## config.mk

```make
export PLATFORM = sky130hd
export DESIGN_NAME = regram_arbiter
export DESIGN_NICKNAME = d
export VERILOG_FILES = /design/src/rtl/regram_arbiter.sv
export SDC_FILE = /design/constraint.sdc
export NUM_CORES = 1
export LEC_CHECK = 0
export CELL_PAD_IN_SITES_DETAIL_PLACEMENT = 1
export CELL_PAD_IN_SITES_GLOBAL_PLACEMENT = 2
export CORE_MARGIN = 8
export CORE_UTILIZATION = 27
export CTS_CLUSTER_SIZE = 16
export DETAILED_ROUTE_END_ITERATION = 12
export GPL_TIMING_DRIVEN = 0
export PLACE_DENSITY = 0.76
export SKIP_CTS_REPAIR_TIMING = 1
export SLEW_MARGIN = 20
export SYNTH_ARGS = -nofsm -noshare
export SYNTH_HDL_FRONTEND = slang
export SYNTH_SLANG_ARGS = --single-unit
```

## constraint.sdc

```tcl
create_clock -name CK_i -period 2 [get_ports CK_i]
set_input_delay 0.4 -clock CK_i [delete_from_list [all_inputs] [get_ports CK_i]]
set_output_delay 0.4 -clock CK_i [all_outputs]
set_load 0.01 [all_outputs]
```

## src/rtl/regram_arbiter.sv

```systemverilog
// regram_arbiter: arbitrates the single-port 256x8 JTAG register RAM between
// a background scanner and a random-access host port.
//   - Scanner, counter in 0x00-0x7F: RAM byte -> config bank (CFG_*).
//   - Scanner, counter in 0x80-0xFF: status bank byte (STS_*) -> RAM.
//   - Host: req/ack port; reads take 3 edges, writes take 2 edges.
// Optional feature: define REGRAM_ARB_WPROT_EN to block host writes to the
// upper half. A blocked write returns ACK_o together with ERR_o.
// Ports:
//   CK_i, ARST_i                       clock, async active-high reset
//   CK_EE_i                            scan tick (one scan slot per pulse)
//   REQ_i, WE_i, ADR_i, WDAT_i         host request
//   ACK_o, RDAT_o, ERR_o               host response
//   RAM_ADR_o, RAM_WE_o, RAM_WDAT_o    RAM command
//   RAM_RDAT_i                         RAM read data, 1-cycle latency
//   STS_SEL_o, STS_DAT_i               status bank select / data
//   CFG_WE_o, CFG_ADR_o, CFG_DAT_o     config bank write
//   SCAN_WRAP_o, SCAN_OVF_o            counter wrap pulse, sticky tick overflow
module regram_arbiter #(
    parameter int unsigned MAX_HOST_BURST = 4,
    parameter logic [7:0]  SCAN_BASE      = 8'h00
) (
    input  logic       CK_i,
    input  logic       ARST_i,
    input  logic       CK_EE_i,
    input  logic       REQ_i,
    input  logic       WE_i,
    input  logic [7:0] ADR_i,
    input  logic [7:0] WDAT_i,
    output logic       ACK_o,
    output logic [7:0] RDAT_o,
    output logic       ERR_o,
    output logic [7:0] RAM_ADR_o,
    output logic       RAM_WE_o,
    output logic [7:0] RAM_WDAT_o,
    input  logic [7:0] RAM_RDAT_i,
    output logic [6:0] STS_SEL_o,
    input  logic [7:0] STS_DAT_i,
    output logic       CFG_WE_o,
    output logic [6:0] CFG_ADR_o,
    output logic [7:0] CFG_DAT_o,
    output logic       SCAN_WRAP_o,
    output logic       SCAN_OVF_o
);

    localparam int unsigned BURST_W = $clog2(MAX_HOST_BURST + 1);

    typedef enum logic [2:0] {
        IDLE, H_RD, H_RDW, H_WR, SCAN_RD, SCAN_RDW, SCAN_ST, SCAN_WR
    } state_t;

    state_t               state_q, state_d;
    logic [7:0]           ctr_q, ctr_d;
    logic                 pending_q, pending_d;
    logic [BURST_W-1:0]   burst_q, burst_d;

    logic       ack_q, ack_d;
    logic [7:0] rdat_q, rdat_d;
    logic       err_q, err_d;
    logic [7:0] ram_adr_q, ram_adr_d;
    logic       ram_we_q, ram_we_d;
    logic [7:0] ram_wdat_q, ram_wdat_d;
    logic [6:0] sts_sel_q, sts_sel_d;
    logic       cfg_we_q, cfg_we_d;
    logic [6:0] cfg_adr_q, cfg_adr_d;
    logic [7:0] cfg_dat_q, cfg_dat_d;
    logic       wrap_q, wrap_d;
    logic       ovf_q, ovf_d;

    logic       host_win;
    logic       scan_start;
    logic       slot_end;
    logic       wr_blocked;

    // Host write to the protected upper half
`ifdef REGRAM_ARB_WPROT_EN
    assign wr_blocked = WE_i & ADR_i[7];
`else
    assign wr_blocked = 1'b0;
`endif

    // Host keeps priority until it has used its burst allowance against a pending slot
    assign host_win = REQ_i && (!pending_q || (burst_q < BURST_W'(MAX_HOST_BURST)));

    // Next-state and registered-output logic
    always_comb begin
        state_d    = state_q;
        ctr_d      = ctr_q;
        pending_d  = pending_q;
        burst_d    = burst_q;
        ack_d      = 1'b0;
        rdat_d     = rdat_q;
        err_d      = 1'b0;
        ram_adr_d  = ram_adr_q;
        ram_we_d   = 1'b0;
        ram_wdat_d = ram_wdat_q;
        sts_sel_d  = sts_sel_q;
        cfg_we_d   = 1'b0;
        cfg_adr_d  = cfg_adr_q;
        cfg_dat_d  = cfg_dat_q;
        wrap_d     = 1'b0;
        ovf_d      = ovf_q;
        scan_start = 1'b0;
        slot_end   = 1'b0;

        unique case (state_q)
            IDLE: begin
                if (host_win) begin
                    ram_adr_d = ADR_i;
                    if (pending_q) begin
                        burst_d = burst_q + BURST_W'(1);
                    end
                    if (WE_i) begin
                        state_d    = H_WR;
                        ram_wdat_d = WDAT_i;
                        ram_we_d   = !wr_blocked;
                    end else begin
                        state_d = H_RD;
                    end
                end else if (pending_q) begin
                    scan_start = 1'b1;
                    burst_d    = '0;
                    if (ctr_q[7]) begin
                        state_d   = SCAN_ST;
                        sts_sel_d = ctr_q[6:0];
                    end else begin
                        state_d   = SCAN_RD;
                        ram_adr_d = ctr_q;
                    end
                end
            end
            H_RD:  state_d = H_RDW;
            H_RDW: begin
                rdat_d  = RAM_RDAT_i;
                ack_d   = 1'b1;
                state_d = IDLE;
            end
            H_WR: begin
                ack_d   = 1'b1;
                err_d   = wr_blocked;
                state_d = IDLE;
            end
            SCAN_RD: state_d = SCAN_RDW;
            SCAN_RDW: begin
                cfg_dat_d = RAM_RDAT_i;
                cfg_adr_d = ctr_q[6:0];
                cfg_we_d  = 1'b1;
                slot_end  = 1'b1;
                state_d   = IDLE;
            end
            SCAN_ST: begin
                // Status byte for the select issued on entry is valid now
                ram_adr_d  = ctr_q;
                ram_wdat_d = STS_DAT_i;
                ram_we_d   = 1'b1;
                state_d    = SCAN_WR;
            end
            SCAN_WR: begin
                slot_end = 1'b1;
                state_d  = IDLE;
            end
            default: state_d = IDLE;
        endcase

        if (slot_end) begin
            ctr_d  = ctr_q + 8'd1;
            wrap_d = (ctr_q == 8'hFF);
        end

        // A tick landing on the edge that starts the pending slot is kept, not dropped
        if (CK_EE_i && pending_q && !scan_start) begin
            ovf_d = 1'b1;
        end
        pending_d = scan_start ? CK_EE_i : (pending_q | CK_EE_i);
    end

    // State and output registers
    always_ff @(posedge CK_i or posedge ARST_i) begin
        if (ARST_i) begin
            state_q    <= IDLE;
            ctr_q      <= SCAN_BASE;
            pending_q  <= 1'b0;
            burst_q    <= '0;
            ack_q      <= 1'b0;
            rdat_q     <= '0;
            err_q      <= 1'b0;
            ram_adr_q  <= '0;
            ram_we_q   <= 1'b0;
            ram_wdat_q <= '0;
            sts_sel_q  <= '0;
            cfg_we_q   <= 1'b0;
            cfg_adr_q  <= '0;
            cfg_dat_q  <= '0;
            wrap_q     <= 1'b0;
            ovf_q      <= 1'b0;
        end else begin
            state_q    <= state_d;
            ctr_q      <= ctr_d;
            pending_q  <= pending_d;
            burst_q    <= burst_d;
            ack_q      <= ack_d;
            rdat_q     <= rdat_d;
            err_q      <= err_d;
            ram_adr_q  <= ram_adr_d;
            ram_we_q   <= ram_we_d;
            ram_wdat_q <= ram_wdat_d;
            sts_sel_q  <= sts_sel_d;
            cfg_we_q   <= cfg_we_d;
            cfg_adr_q  <= cfg_adr_d;
            cfg_dat_q  <= cfg_dat_d;
            wrap_q     <= wrap_d;
            ovf_q      <= ovf_d;
        end
    end

    assign ACK_o       = ack_q;
    assign RDAT_o      = rdat_q;
    assign ERR_o       = err_q;
    assign RAM_ADR_o   = ram_adr_q;
    assign RAM_WE_o    = ram_we_q;
    assign RAM_WDAT_o  = ram_wdat_q;
    assign STS_SEL_o   = sts_sel_q;
    assign CFG_WE_o    = cfg_we_q;
    assign CFG_ADR_o   = cfg_adr_q;
    assign CFG_DAT_o   = cfg_dat_q;
    assign SCAN_WRAP_o = wrap_q;
    assign SCAN_OVF_o  = ovf_q;

endmodule

```

# ---- Word level (Yosys, flattened, before mapping)
# Cells that the tools add are included.
dict set report totals {
  regBits 66
  input_bits 37
  output_inout_bits 52
}
dict set report op_classes {
  n_addsub 2
  n_lt_le_gt_ge 1
  n_eq_ne 12
  muxes 26
  bitwise_logic 2
  reduce_logical 15
}
# op count
set op_table {}
lappend op_table {{2-to-1 mux 8 bit} 5}
lappend op_table {{one-hot mux 8 bit (2 select lines)} 2}
lappend op_table {{2-to-1 mux 3 bit} 5}
lappend op_table {{one-hot mux 3 bit (5 select lines)} 1}
lappend op_table {{== test 3 bit (second input constant)} 4}
lappend op_table {{2-to-1 mux 1 bit} 10}
lappend op_table {{adder 8 x 1 -> 8 bit (second input constant)} 1}
lappend op_table {{== test 8 bit (second input constant)} 1}
lappend op_table {{== test 3 x 2 -> 1 bit (second input constant)} 2}
lappend op_table {{!= test 3 bit (second input constant)} 2}
lappend op_table {{AND reduction 3 bit} 2}
lappend op_table {{2-to-1 mux 2 bit} 2}
lappend op_table {{!= test 2 bit (second input constant)} 2}
lappend op_table {{AND reduction 4 bit} 1}
lappend op_table {{OR reduction 2 bit} 2}
lappend op_table {{OR reduction 4 bit} 1}
lappend op_table {{adder 3 x 1 -> 3 bit (second input constant)} 1}
lappend op_table {{== test 3 x 1 -> 1 bit (second input constant)} 1}
lappend op_table {{logical AND 1 bit} 3}
lappend op_table {{zero test 3 bit} 1}
lappend op_table {{less-than comparator 3 bit (second input constant)} 1}
lappend op_table {{zero test 1 bit} 2}
lappend op_table {{one-hot mux 1 bit (2 select lines)} 1}
lappend op_table {{AND reduction 2 bit} 1}
lappend op_table {{4 further kinds} 4}

# ---- Longest topological paths before layout
# Gate-level depths: netlist (run 1).
dict set report logic_depth {
  ltp_word 7
  depth_mapped 7
}

# ---- Least setup slack after synthesis (run 1)
# Ideal clock, no wire load.
dict set report synth_timing {
  path_kind {register -> register}
  startpoint {reg pending_q}
  endpoint {reg ram_wdat_q[0], in the netlist RAM_WDAT_o[0]}
  setup_ns 0.125
  arrival_ns 1.465
  slack_ns 0.410
  path_stages_with_launch 6
  path_buffers 1
  period_less_slack_ns 1.590
  cell_sequence {dfrtp_1 buf_6 a21boi_4 nand3_4 a21oi_4 mux2_2}
}
dict set report synth_between {
  elab_chain_len 5
}
# element line_no
set synth_rtl {}
lappend synth_rtl {{from (decl)} 53} ;# logic pending_q, pending_d;
lappend synth_rtl {{from (signal assigned)} 198} ;# pending_q <= pending_d;
lappend synth_rtl {{zero test 1 bit} 82} ;# assign host_win = REQ_i && (!pending_q || (burst_q < BURST_W'(MAX_HOST_BURST)));
lappend synth_rtl {{logical OR 1 bit} 82}
lappend synth_rtl {{logical AND 1 bit} 82}
lappend synth_rtl {{!= test 2 bit (no line)} n/a}
lappend synth_rtl {{AND reduction 3 bit (no line)} n/a}
lappend synth_rtl {{to (signal assigned)} 205} ;# ram_wdat_q <= ram_wdat_d;
lappend synth_rtl {{to (decl)} 61} ;# logic [7:0] ram_wdat_q, ram_wdat_d;
# No other way between the ends.
# A chain may end at the register's enable or synchronous reset.

# ---- Final worst setup path (run 1)
dict set report layout_timing {
  startpoint {in REQ_i}
  endpoint {reg ram_wdat_q[3], in the netlist RAM_WDAT_o[3]}
}
dict set report layout_between {
  elab_chain_len 3
}
# element line_no
set layout_rtl {}
lappend layout_rtl {{from (decl)} 25} ;# input logic REQ_i,
lappend layout_rtl {{logical AND 1 bit} 82}
lappend layout_rtl {{!= test 2 bit (no line)} n/a}
lappend layout_rtl {{AND reduction 3 bit (no line)} n/a}
# No other way between the ends.

==> flow_metrics.env, run 1 <==
export IMPL_status="completed"
export IMPL_portBuffers=87
export IMPL_netlist_area_um2=2894
export IMPL_wl_per_cell_um=16.02
export IMPL_synth_area_mux_share_pct=21.53
export IMPL_dieHeight_um=119.5
export IMPL_cts_tree="built"
export IMPL_layout_drive_gt1_share_pct=27.38
export IMPL_cp_end_kind="register"
export IMPL_setup_viol_count_final=0
export IMPL_vias_per_cell=4.383
export IMPL_die_w_um=119.5
export IMPL_drc=0
export IMPL_antenna_cells=0
export IMPL_slew_headroom_pct=65.44
export IMPL_grt_max_degree=33
export IMPL_fmax_mhz=529.9
export IMPL_htree_levels=3
export IMPL_clock_latency_ps=350
export IMPL_async_reset_ff_share_pct=100.0
export IMPL_rsz0062_at_grt="false"
export IMPL_synthXorXnorAreaFrac_pct=2.118
export IMPL_synth_simple_area_share_pct=11.80
export IMPL_final_antenna_net_count=0
export IMPL_post_route_period_util_pct=94.36
export IMPL_place_congestion=0.7080
export IMPL_arrival_ps=2120
export IMPL_wl_mm=7.451
export IMPL_drt_iter0_markers=49
export IMPL_grt_pass1_vias=2292
export IMPL_overflow=0
export IMPL_dieArea_um2=14290
export IMPL_synth_edf_count=0
export IMPL_hold_viol_final=0
export IMPL_worstSetupStartpointType="input port"
export IMPL_powerDensity_nw_per_um2=1425
export IMPL_synth_fa_ha_area_share_pct=0.8647
export IMPL_setup_tns_ps=0
export IMPL_grt_use_total_pct=11.04
export IMPL_synth_nets=259
export IMPL_start_util_pct=27.17
export IMPL_period_needed_ps=1887
export IMPL_ys_seq_area_share_pct=57.07
export IMPL_grt_pass1_wl_mm=12.54
export IMPL_slew_viol_final=0
export IMPL_cts_root_buffer="clkbuf_8"
export IMPL_dpl_hpwl_mm=5.505
export IMPL_numCtsBuffers=9
export IMPL_drv_cap=0
export IMPL_fp_coreArea_um2=10650
export IMPL_finClkSkew_ps=11.12
export IMPL_io_pins=89
export IMPL_fillCellCount=1135
export IMPL_clk_path_buf_depth=2
export IMPL_synth_top_cells_by_area="dfrtp_1 (57%), mux2_2 (18%), nand2_1 (5.3%)"
export IMPL_synth_compound_area_share_pct=3.934
export IMPL_synth_top_family_by_area="multiplexers"
export IMPL_p_leak_nw=1.857
export IMPL_worst_pin_slew_ps=516.7
export IMPL_rows=38
export IMPL_crit_type="input port to register"
export IMPL_finish_utilization_pct=39.73
export IMPL_numPlacedInstances=449
export IMPL_synth_seq_cells=66
export IMPL_finalInstanceArea_um2=4232
export IMPL_nNetsFinal=359
export IMPL_via_count=2038
export IMPL_syn_area_per_cell_um2=13.15
export IMPL_postPlaceCellArea_um2=3991
export IMPL_dr_pass1_iters=4
export IMPL_clk_pin_slew_ps=80
export IMPL_synth_most_common_cell="dfrtp_1"
export IMPL_synth_top_area_share_pct=57.07
export IMPL_hold_path_class="input port to asynchronous set/reset pin"
export IMPL_synth_distinct_cells=37
export IMPL_syn_instance_count=220
export IMPL_synth_common_cells="dfrtp_1 (66), mux2_2 (45), nand2_1 (41), mux2_4 (7), xnor2_1 (6)"
export IMPL_stdcell_count=465
export IMPL_cts_sinks=66
export IMPL_area_growth_pct=46.22
export IMPL_critPathMaxFanout=9
export IMPL_critPathRequiredTime_ps=2230
export IMPL_ir_worst_vdd_uv=463.3
export IMPL_yosysWarnings=0
export IMPL_yosysTopAreaCell="dfrtp_1"
export IMPL_ys_flop_type="dfrtp_1"
export IMPL_antenna_found_initial=0
## flip-flops by register name, indices dropped and copies added, names as in the netlist, 3 cells and up
| name | cells |
|---|---|
| CFG_ADR_o | 7 |
| CFG_DAT_o | 8 |
| RAM_ADR_o | 8 |
| RAM_WDAT_o | 8 |
| RDAT_o | 8 |
| STS_SEL_o | 7 |
| burst_q | 3 |
| ctr_q | 8 |
| state_q | 3 |
## routing by layer
layer	track usage, %	wire (um)
met3	4.321	625
met4	4.215	69
met2	16.80	3489
met5	0	0
met1	13.85	3267
## final cells by class
type                            count  area, um2  share of cell area, %
Multi-Input combinational cell    142       1169                  27.62
Clock inverter                      7      116.4                  2.750
Timing Repair Buffer               89      918.4                  21.70
Sequential cell                    66       1652                  39.03
Clock buffer                        9      123.9                  2.927
Inverter                            4      18.77                 0.4435
Tap cell                          140      175.2                  4.140
Buffer                              8      58.81                  1.390
## cell families (layout without fill, tap and decap cells)
kind of cell             count (synthesis)  after routing
multiplexers                            53             53
AO/OA/AOI/OAI                           14             14
AND/OR/NAND/NOR                         65             65
adder cells (fa/ha/maj)                  2              2
flip-flops                              66             66
buffers and inverters                   12            117
XOR/XNOR                                 7              7
other                                    1              1
## through the flow
stage          setup slack (ps)  power (W)  hold slack, ps
2_1_floorplan             410.4   0.003516           453.8
3_3_place_gp             -264.0   0.004661           455.4
3_5_place_dp             -257.9   0.004747           463.4
4_1_cts                   125.6   0.006172           412.9
5_1_grt                   1.013   0.006470           453.5
6_report                  112.8   0.006030           406.1
## critical path: stages
cell and delay [ps]:
clkdlybuf4s50_1 530, a21boi_4 340, nand3_4 130, a21oi_4 340, mux2_2 380
## where the power goes
group	total (W)	internal [W]	switching (W)
logic	0.00250	0.00142	0.00108
clock network	0.00138	0.000828	0.000549
registers	0.00216	0.00183	0.000324
## placed cells by master (no fill, tap or decap), types with 2 or more instances in the layout
| cell type | count |
|---|---|
| clkinv_2 | 2 |
| buf_2 | 2 |
| clkdlybuf4s50_1 | 87 |
| bufinv_16 | 3 |
| o21ai_0 | 4 |
| nand2_1 | 41 |
| xnor2_1 | 6 |
| nor3_1 | 3 |
| nand3_1 | 2 |
| nor3_4 | 2 |
| nor2_1 | 5 |
| buf_6 | 2 |
| clkbuf_8 | 9 |
| a21o_1 | 2 |
| nand2_2 | 2 |
| clkinvlp_4 | 2 |
| dfrtp_1 | 66 |
| nand4_1 | 4 |
| buf_4 | 3 |
| inv_1 | 2 |
| mux2_2 | 45 |
| ha_1 | 2 |
| mux2_4 | 7 |
## path summary, 6_finish.rpt
path                                    from       endpoint  slack, ps  depth (start not counted)
worst max-delay path                   REQ_i  RAM_WDAT_o[3]        110                          5
max in group asynchronous             ARST_i   CFG_ADR_o[4]        940                          4
worst max register to register     pending_q  RAM_WDAT_o[3]        220                          5
worst min-delay path                  ARST_i  RAM_WDAT_o[7]        410                          2
worst min register to register  CFG_DAT_o[1]   CFG_DAT_o[1]        470                          2
min in group CK_i               CFG_DAT_o[1]   CFG_DAT_o[1]        470                          2
Note: power is estimated with default switching activity, not from simulation.
==> inputs of run 2 (changes only) <==
- SKIP_CTS_REPAIR_TIMING: 1 -> not set
==> results of run 2 <==
No change in the layout: final DEF, timing and power equal those of run 1.
==> inputs of run 3 (changes only) <==
- GPL_TIMING_DRIVEN: 0 -> not set
- PLACE_DENSITY: 0.76 -> 0.81
==> run 3 against run 2 <==
Effect of this change:
- routed wire length increased by 0.40%
- sequential power increased by 4%
- final area decreased by 0.71%
- critical path type is now register to register
==> flow_metrics.env, run 3 (synthesized netlist as in run 1, its figures left out) <==
export IMPL_status="completed"
export IMPL_setup_viol_count_final=0
export IMPL_numCtsBuffers=9
export IMPL_grt_max_degree=58
export IMPL_layout_common_cells="clkdlybuf4s50_1 (87), dfrtp_1 (66), mux2_2 (45)"
export IMPL_r2r_end="CFG_DAT_o[7]"
export IMPL_rows=38
export IMPL_dieArea_um2=14290
export IMPL_final_common_cell="clkdlybuf4s50_1"
export IMPL_cp_startpoint="state_q[2]"
export IMPL_die_w_um=119.5
export IMPL_drt_iter0_markers=85
export IMPL_post_route_period_util_pct=89.93
export IMPL_crit_end="CFG_DAT_o[7]"
export IMPL_crit_top_cell="nand2_1"
export IMPL_period_needed_ps=1799
export IMPL_dr_pass1_iters=4
export IMPL_grt_pass1_wl_mm=12.87
export IMPL_r2r_slack_ps=200
export IMPL_rsz0062_at_grt="false"
export IMPL_ir_worst_vdd_uv=632.1
export IMPL_wl_mm=7.481
export IMPL_wl_per_cell_um=16.05
export IMPL_clk_pin_slew_ps=70
export IMPL_path_buf_inv=1
export IMPL_crit_cells=5
export IMPL_p_leak_nw=1.835
export IMPL_overflow=0
export IMPL_vias_per_cell=4.421
export IMPL_cp_slowest_stage_delay_ps=510
export IMPL_final_antenna_net_count=0
export IMPL_place_congestion=0.6982
export IMPL_worstRegToRegCells=5
export IMPL_hold_path_class="input port to asynchronous set/reset pin"
export IMPL_cp_slowest_cell="dfrtp_1"
export IMPL_crit_type="register to register"
export IMPL_layout_drive_gt1_share_pct=27.91
export IMPL_cts_root_buffer="clkbuf_8"
export IMPL_htree_levels=3
export IMPL_fmax_mhz=556.0
export IMPL_finClkSkew_ps=10.41
export IMPL_grt_use_total_pct=11.09
export IMPL_critPathMaxFanout=16
export IMPL_drv_cap=0
export IMPL_portBuffers=87
export IMPL_worstSetupStartpointType="register"
export IMPL_setup_tns_ps=0
export IMPL_nNetsFinal=360
export IMPL_drc=0
export IMPL_io_pins=89
export IMPL_fp_coreArea_um2=10650
export IMPL_arrival_ps=2020
export IMPL_path_cells="and2_1, nand2_2, clkinvlp_4, nand2_1, nand2_1"
export IMPL_antenna_cells=0
export IMPL_cp_end_kind="register"
export IMPL_path_delay_family="simple AND/OR/NAND/NOR gates"
export IMPL_grt_pass1_vias=2410
export IMPL_start_util_pct=27.17
export IMPL_via_count=2060
export IMPL_powerDensity_nw_per_um2=1387
export IMPL_dpl_hpwl_mm=5.490
export IMPL_dieHeight_um=119.5
export IMPL_critPathRequiredTime_ps=2220
export IMPL_clk_path_buf_depth=2
export IMPL_hold_viol_final=0
export IMPL_clock_latency_ps=340
export IMPL_fin_ws_ps=201.3
export IMPL_cts_tree="built"
export IMPL_cts_sinks=66
export IMPL_antenna_found_initial=0
export IMPL_fillCellCount=1170
export IMPL_slew_viol_final=0
export IMPL_area_growth_pct=45.18
export IMPL_dp_slack_ps=-88.70
export IMPL_rr_startpoint="state_q[2]"
## run 3: worst min path at each step
stage,start,end,slack [ps],cells after the start
finish,ARST_i,RAM_WDAT_o[1],360,2
global route,ARST_i,RAM_WDAT_o[0],350,2
CTS,ARST_i,RAM_WDAT_o[0],350,2
detailed placement,CFG_DAT_o[6],CFG_DAT_o[6],480,2
global placement,SCAN_OVF_o,SCAN_OVF_o,450,1
floorplan,burst_q[1],burst_q[1],450,2
## run 3: power by group
| part | total, W | internal [W] | switching (W) |
|---|---|---|---|
| combinational | 0.00242 | 0.00143 | 0.000987 |
| clock | 0.00115 | 0.000643 | 0.000510 |
| sequential | 0.00225 | 0.00183 | 0.000420 |
| total | 0.00583 | 0.00391 | 0.00192 |
## run 3: final cells by class
class                   count  area [um2]  area share, %
inverters                   4       22.52         0.5360
multi-input cells         142        1169          27.81
well taps                 140       175.2          4.169
clock buffers              12       155.1          3.693
repair buffers             98       978.4          23.29
flip-flops and latches     66        1652          39.31
clock inverters             4       50.05          1.191
## run 3: per-layer routing
metal | wire length (um) | up-vias | GRT usage, %
li1 | - | 960 | -
met1 | 3447 | 1032 | 14.01
met2 | 3403 | 63 | 17.32
met3 | 572 | 5 | 4.603
met4 | 57 | 0 | 2.576
met5 | 0 | - | 0
## run 3: metrics by stage
stage          cells  power, W  instance area (um2)  util, %  hold WS [ps]
6_report         466  0.005827                 4202    39.45         357.7
2_1_floorplan    220  0.003516                 2898        -         453.8
3_5_place_dp     450  0.004750                 3993    37.49         478.1
4_1_cts          466  0.005948                 4198    39.41         348.9
5_1_grt          466  0.006265                 4202    39.45         352.9
3_3_place_gp     450  0.004666                 3993    37.49         451.1
## run 3: repair_timing
| item | 4_1_cts | 5_1_grt |
|---|---|---|
| resized for setup | 0 | 1 |
| setup buffers | 0 | 0 |
| hold buffers | 0 | 0 |
| endpoints found under the setup margin | 0 | 9 |
